$ cat config.mk
export PLATFORM = sky130hd
export DESIGN_NAME = qracc_bank_rw_ctrl
export DESIGN_NICKNAME = d
export VERILOG_FILES = /design/src/rtl/qracc_bank_rw_ctrl.sv
export SDC_FILE = /design/constraint.sdc
export NUM_CORES = 1
export LEC_CHECK = 0
export BUFFER_PORTS_ARGS = -buffer_cell sky130_fd_sc_hd__buf_2
export CAP_MARGIN = 20
export CORE_ASPECT_RATIO = 1.75
export CORE_UTILIZATION = 55
export CTS_CLUSTER_SIZE = 30
export DETAILED_ROUTE_END_ITERATION = 8
export PLACE_DENSITY = 0.78
export SYNTH_ARGS = -nofsm -noshare
export SYNTH_HDL_FRONTEND = slang
export SYNTH_SLANG_ARGS = --single-unit
$ cat constraint.sdc
create_clock -name CLK -period 2.08 [get_ports CLK]
set_clock_uncertainty 0.1 [all_clocks]
set_input_delay 0.104 -clock CLK [delete_from_list [all_inputs] [get_ports CLK]]
set_output_delay 0.104 -clock CLK [all_outputs]
set_load 0.01 [all_outputs]
$ cat src/rtl/qracc_bank_rw_ctrl.sv
// Single-row read/write sequencer for the multibank QRAcc SRAM: PCH -> WL/CSEL -> SAEN -> response.
// Optional write-verify read-back is enabled with the QRACC_WRITE_VERIFY_EN macro.
module qracc_bank_rw_ctrl #(
    parameter int numRows   = 128,
    parameter int numCols   = 8,
    parameter int numBanks  = 8,
    parameter int pchCycles = 2,
    parameter int wlCycles  = 2,
    // One extra bank-index bit so out-of-range indices (>= numBanks) can be presented.
    localparam int BANK_W   = $clog2(numBanks + 1),
    localparam int ROW_W    = $clog2(numRows)
) (
    input  logic                CLK,
    input  logic                RST,
    input  logic                req_valid,
    output logic                req_ready,
    input  logic                req_write,
    input  logic [BANK_W-1:0]   req_bank,
    input  logic [ROW_W-1:0]    req_row,
    input  logic [numCols-1:0]  req_wdata,
    output logic                rsp_valid,
    input  logic                rsp_ready,
    output logic [numCols-1:0]  rsp_data,
    output logic                rsp_err,
    output logic [numBanks-1:0] bank_select,
    output logic [numRows-1:0]  WL,
    output logic                PCH,
    output logic                WRITE,
    output logic [numCols-1:0]  WR_DATA,
    output logic [numCols-1:0]  CSEL,
    output logic                SAEN,
    input  logic [numCols-1:0]  SA_OUT
);

    localparam int MAX_CYC = (pchCycles > wlCycles) ? pchCycles : wlCycles;
    localparam int CNT_W   = $clog2(MAX_CYC + 1);

    localparam logic [2:0] IDLE   = 3'd0;
    localparam logic [2:0] PRECH  = 3'd1;
    localparam logic [2:0] ACCESS = 3'd2;
    localparam logic [2:0] SENSE  = 3'd3;
    localparam logic [2:0] RESP   = 3'd4;
`ifdef QRACC_WRITE_VERIFY_EN
    localparam logic [2:0] VPRECH = 3'd5;
`endif

    logic [2:0]          state_reg;
    logic [CNT_W-1:0]    cnt_reg;
    logic                write_reg;
    logic                verify_reg;
    logic [numCols-1:0]  wdata_reg;
    logic [numRows-1:0]  row_oh_reg;

    logic [numBanks-1:0] bank_dec;
    logic [numRows-1:0]  row_dec;
    logic                bank_ok;

    genvar gi;
    generate
        for (gi = 0; gi < numBanks; gi++) begin : g_bank_dec
            assign bank_dec[gi] = (req_bank == BANK_W'(gi));
        end
        for (gi = 0; gi < numRows; gi++) begin : g_row_dec
            assign row_dec[gi] = (req_row == ROW_W'(gi));
        end
    endgenerate

    assign bank_ok = (req_bank < BANK_W'(numBanks));

    always_ff @(posedge CLK) begin
        if (RST) begin
            state_reg   <= IDLE;
            cnt_reg     <= '0;
            write_reg   <= 1'b0;
            verify_reg  <= 1'b0;
            wdata_reg   <= '0;
            row_oh_reg  <= '0;
            req_ready   <= 1'b1;
            rsp_valid   <= 1'b0;
            rsp_data    <= '0;
            rsp_err     <= 1'b0;
            bank_select <= '0;
            WL          <= '0;
            PCH         <= 1'b0;
            WRITE       <= 1'b0;
            WR_DATA     <= '0;
            CSEL        <= '0;
            SAEN        <= 1'b0;
        end else begin
            case (state_reg)
                IDLE: begin
                    if (req_valid) begin
                        write_reg  <= req_write;
                        wdata_reg  <= req_wdata;
                        row_oh_reg <= row_dec;
                        verify_reg <= 1'b0;
                        if (bank_ok) begin
                            req_ready   <= 1'b0;
                            PCH         <= 1'b1;
                            bank_select <= bank_dec;
                            cnt_reg     <= CNT_W'(pchCycles - 1);
                            state_reg   <= PRECH;
                        end else begin
                            // Bad bank: no analog activity, error response where one is owed.
`ifdef QRACC_WRITE_VERIFY_EN
                            req_ready <= 1'b0;
                            rsp_valid <= 1'b1;
                            rsp_err   <= 1'b1;
                            rsp_data  <= '0;
                            state_reg <= RESP;
`else
                            if (!req_write) begin
                                req_ready <= 1'b0;
                                rsp_valid <= 1'b1;
                                rsp_err   <= 1'b1;
                                rsp_data  <= '0;
                                state_reg <= RESP;
                            end
`endif
                        end
                    end
                end

`ifdef QRACC_WRITE_VERIFY_EN
                PRECH, VPRECH: begin
`else
                PRECH: begin
`endif
                    if (cnt_reg == '0) begin
                        PCH       <= 1'b0;
                        WL        <= row_oh_reg;
                        CSEL      <= '1;
                        cnt_reg   <= CNT_W'(wlCycles - 1);
                        state_reg <= ACCESS;
                        if (write_reg && !verify_reg) begin
                            WRITE   <= 1'b1;
                            WR_DATA <= wdata_reg;
                        end
                    end else begin
                        cnt_reg <= cnt_reg - 1'b1;
                    end
                end

                ACCESS: begin
                    if (cnt_reg == '0) begin
                        WRITE   <= 1'b0;
                        WR_DATA <= '0;
                        if (write_reg && !verify_reg) begin
                            WL   <= '0;
                            CSEL <= '0;
`ifdef QRACC_WRITE_VERIFY_EN
                            PCH        <= 1'b1;
                            verify_reg <= 1'b1;
                            cnt_reg    <= CNT_W'(pchCycles - 1);
                            state_reg  <= VPRECH;
`else
                            bank_select <= '0;
                            req_ready   <= 1'b1;
                            state_reg   <= IDLE;
`endif
                        end else begin
                            SAEN      <= 1'b1;
                            state_reg <= SENSE;
                        end
                    end else begin
                        cnt_reg <= cnt_reg - 1'b1;
                    end
                end

                SENSE: begin
                    SAEN        <= 1'b0;
                    WL          <= '0;
                    CSEL        <= '0;
                    bank_select <= '0;
                    rsp_data    <= SA_OUT;
                    rsp_err     <= verify_reg && (SA_OUT != wdata_reg);
                    rsp_valid   <= 1'b1;
                    state_reg   <= RESP;
                end

                RESP: begin
                    if (rsp_ready) begin
                        rsp_valid  <= 1'b0;
                        rsp_err    <= 1'b0;
                        rsp_data   <= '0;
                        verify_reg <= 1'b0;
                        req_ready  <= 1'b1;
                        state_reg  <= IDLE;
                    end
                end

                default: begin
                    state_reg   <= IDLE;
                    req_ready   <= 1'b1;
                    rsp_valid   <= 1'b0;
                    rsp_err     <= 1'b0;
                    bank_select <= '0;
                    WL          <= '0;
                    PCH         <= 1'b0;
                    WRITE       <= 1'b0;
                    WR_DATA     <= '0;
                    CSEL        <= '0;
                    SAEN        <= 1'b0;
                end
            endcase
        end
    end

endmodule

==> summary.txt <==
Mean number of vias per cell: 5.843
NumNets Final: 1456
Overall routing resource usage: 27.26%
DIE HEIGHT: 190.4 um
Setup-failing EPs final: 0
CTS max path bufs: 3
Tcrit/Tclk final: 92.12%
Fmax achieved: 521.9 MHz
PwrDens: 914.7 nW/um^2
Worst Hold End: row_oh_reg[28]$_SDFFE_PP0P_
Hold Startpoint: req_row[5]
Max-slew headroom: 44.37%
Most common cell after layout, fill and taps aside: dfxtp_1
CTS tree: done
Row Count: 68
Final worst slack: 0.1638 ns
Hold Crit Depth: 5
Synth Area in Simple Gates: 21.09%
Grt ovf: 0
Endpoints failing hold: 0
Share of cells above drive strength 1: 21.28%
Seq/Total Area, Yosys: 54.00%
First-pass GRT wire length: 45050 um
Complex-gate fraction of the synthesized area: 18.68%
Final ANT Viol Nets: 0
Required time of the critical path: 2.35 ns
Unrepaired setup endpoints after global routing: false
Internal: 9.012 mW
Critical Path AT: 2.19 ns
Port Buffers: 197
Final Cell Area: 13470 um^2
Syn Std Cell Area: 11160 um^2
Register share of total power: 48.1%
ANT cells: 0
Primary FF master, synth: dfxtp_1
HP Class: input port to flop
EDFF count, synth: 0
Worst vdd ir: 0.0006622 V
CTS sink cnt: 301
CTS clk-pin slew, worst paths: 0.07 ns
Least-Margin Pin Slew: 0.8345 ns
CTS Buf Count: 25
Sw Ratio: 26.86%
Fin crit period: 1.916 ns
R2r setup slk: 0.16 ns
Dpl ws: 0.09709 ns
Initial Util: 56.29%
Main combinational cell family by area after synthesis: simple AND/OR/NAND/NOR gates
DP Wirelength: 18300 um
Routed length per placed instance: 17.87 um
Initial antenna violation count: 0
First-pass DRT Iterations: 5
Comb power frac: 13.9%
Max Cap Viol: 0
Syn. warnings: 0
Status: complete, no violations
NetSw: 3.309 mW
Fin Setup TNS: 0 ns
Syn Area/Cell: 8.856 um^2
Syn_nets: 1294
H-tree depth: 1
Via count: 9833
Final WL: 30070 um
Crit end category: flop
DRC: 0
Core ar.: 19820 um^2
Vias in the first global route: 8816
Fin util: 67.95%
Clock power frac: 38.1%
Largest net degree at the start of global routing: 183
Max-slew violations: 0
CP Max Fanout: 37
Synthesis-stage register bit count: 301
Leakage: 5.262 nW
Mapped Cells: 1260
Layout Area Growth over Synthesis: 20.72%
Startpoint types: flop
FF-to-FF End: WL[127]$_SDFFE_PP0P_
Multiplexer area fraction after synthesis: 0.8971%
Synth unique cells: 50
Die Width: 109.7 um
Reg-to-Reg Start: cnt_reg[0]$_SDFFE_PP0P_
Final hold slack: 0.1148 ns
Dpl cell area: 12310 um^2
Iteration-0 DRC Markers: 849
CTS Root Cell: clkbuf_16
Post-synthesis xor/xnor area fraction: 0%
Ports: 198
Most frequent cells in the layout: dfxtp_1 (300), buf_2 (196), nand2_1 (173)
Final Wtd Congestion: 0.8739
Fillers: 1596
Worst R2R Path Depth: 8
CP Class: flop to flop
Synth Area in Adders: 0.2243%
Clk_lat worst skew: 0.52 ns
Die Area: 20880 um^2
Asr flop ratio synth: 0%
[power groups by stage]
stage / sequential, mW / clock [mW] / combinational (mW)
final: 5.92 / 4.69 / 1.71
after global routing: 5.93 / 4.98 / 1.84
after detailed placement: 6.05 / 0 / 1.60
after global placement: 6.04 / 0 / 1.60
after floorplan: 6.02 / 0 / 1.11
after CTS: 5.92 / 4.74 / 1.65
[stage by stage]
stage / std cells / total power [mW]
floorplan: 1260 / 7.129
global placement: 1610 / 7.641
detailed placement: 1610 / 7.648
CTS: 1680 / 12.31
global route: 1683 / 12.74
finish: 1683 / 12.32
[Yosys cell counts, types with 3 or more instances]
master    number  share of area [%]
nor2_2         4               0.22
o21ai_1        7               0.31
a21oi_1      148                6.6
nand2b_1       4               0.22
nand2b_4       4               0.49
mux2i_1       10               0.90
a22oi_1      130                8.7
nand2_1      174                5.9
nor2_4         5               0.50
nor3_4         6               0.87
nor2b_1        6               0.34
nor3b_2        3               0.34
clkbuf_1      59                2.0
buf_2         53                2.4
inv_1          8               0.27
a32o_1         8               0.72
buf_4          7               0.47
nand3_1      131                5.9
dfxtp_1      301                 54
a22o_1         8               0.63
nor2_1       143                4.8
[area by class of cell]
class	instances	area, um^2	share of cell area, %
multi-input cells	832	4606	34.19
flip-flops and latches	301	6027	44.74
inverters	8	30.03	0.2229
repair buffers	254	1688	12.53
clock buffers	33	705.7	5.239
well taps	245	306.5	2.276
clock inverters	10	107.6	0.7988
[cells by family after synthesis]
kind of cell,count (synthesis)
compound gates,321
mux,10
fa+ha+maj,2
buf+inv,127
simple gates,499
flops,301
[how the worst max path moves through the flow]
stage                                   start  slack, ns                  endpoint
floorplan             cnt_reg[0]$_SDFFE_PP0P_       0.30      WL[100]$_SDFFE_PP0P_
CTS                   cnt_reg[0]$_SDFFE_PP0P_       0.07       WL[53]$_SDFFE_PP0P_
finish                cnt_reg[0]$_SDFFE_PP0P_       0.16      WL[127]$_SDFFE_PP0P_
global placement    state_reg[1]$_SDFFE_PP0P_       0.18   WR_DATA[3]$_SDFFE_PP0P_
detailed placement  state_reg[1]$_SDFFE_PP0P_        0.1   WR_DATA[4]$_SDFFE_PP0P_
global route        state_reg[1]$_SDFFE_PP0P_       0.05  rsp_data[2]$_SDFFE_PP0P_
[per-layer routing]
layer / routed length (um) / global-route usage [%] / vias to the layer above
met2: 15190 / 46.49 / 391
met3: 1795 / 3.486 / 70
met5: 0 / 0 / -
li1: - / - / 4700
met1: 11960 / 34.24 / 4672
met4: 1121 / 11.33 / 0
[critical path, stage by stage, from the launching register on]
cell       delay (ns)
dfxtp_1          0.35
inv_1            0.08
ha_2             0.27
nand2_1          0.16
o2bb2ai_4        0.18
buf_12           0.17
clkbuf_16        0.22
a22oi_1          0.17
nor2_1           0.06
[timing repair]
action	4_1_cts	5_1_grt
endpoints found under the setup margin	0	61
resized for setup	0	3
buffers inserted	0	1
hold buffers	27	0
hold endpoints to repair	35	0
Power figures use the tool's default switching activity.
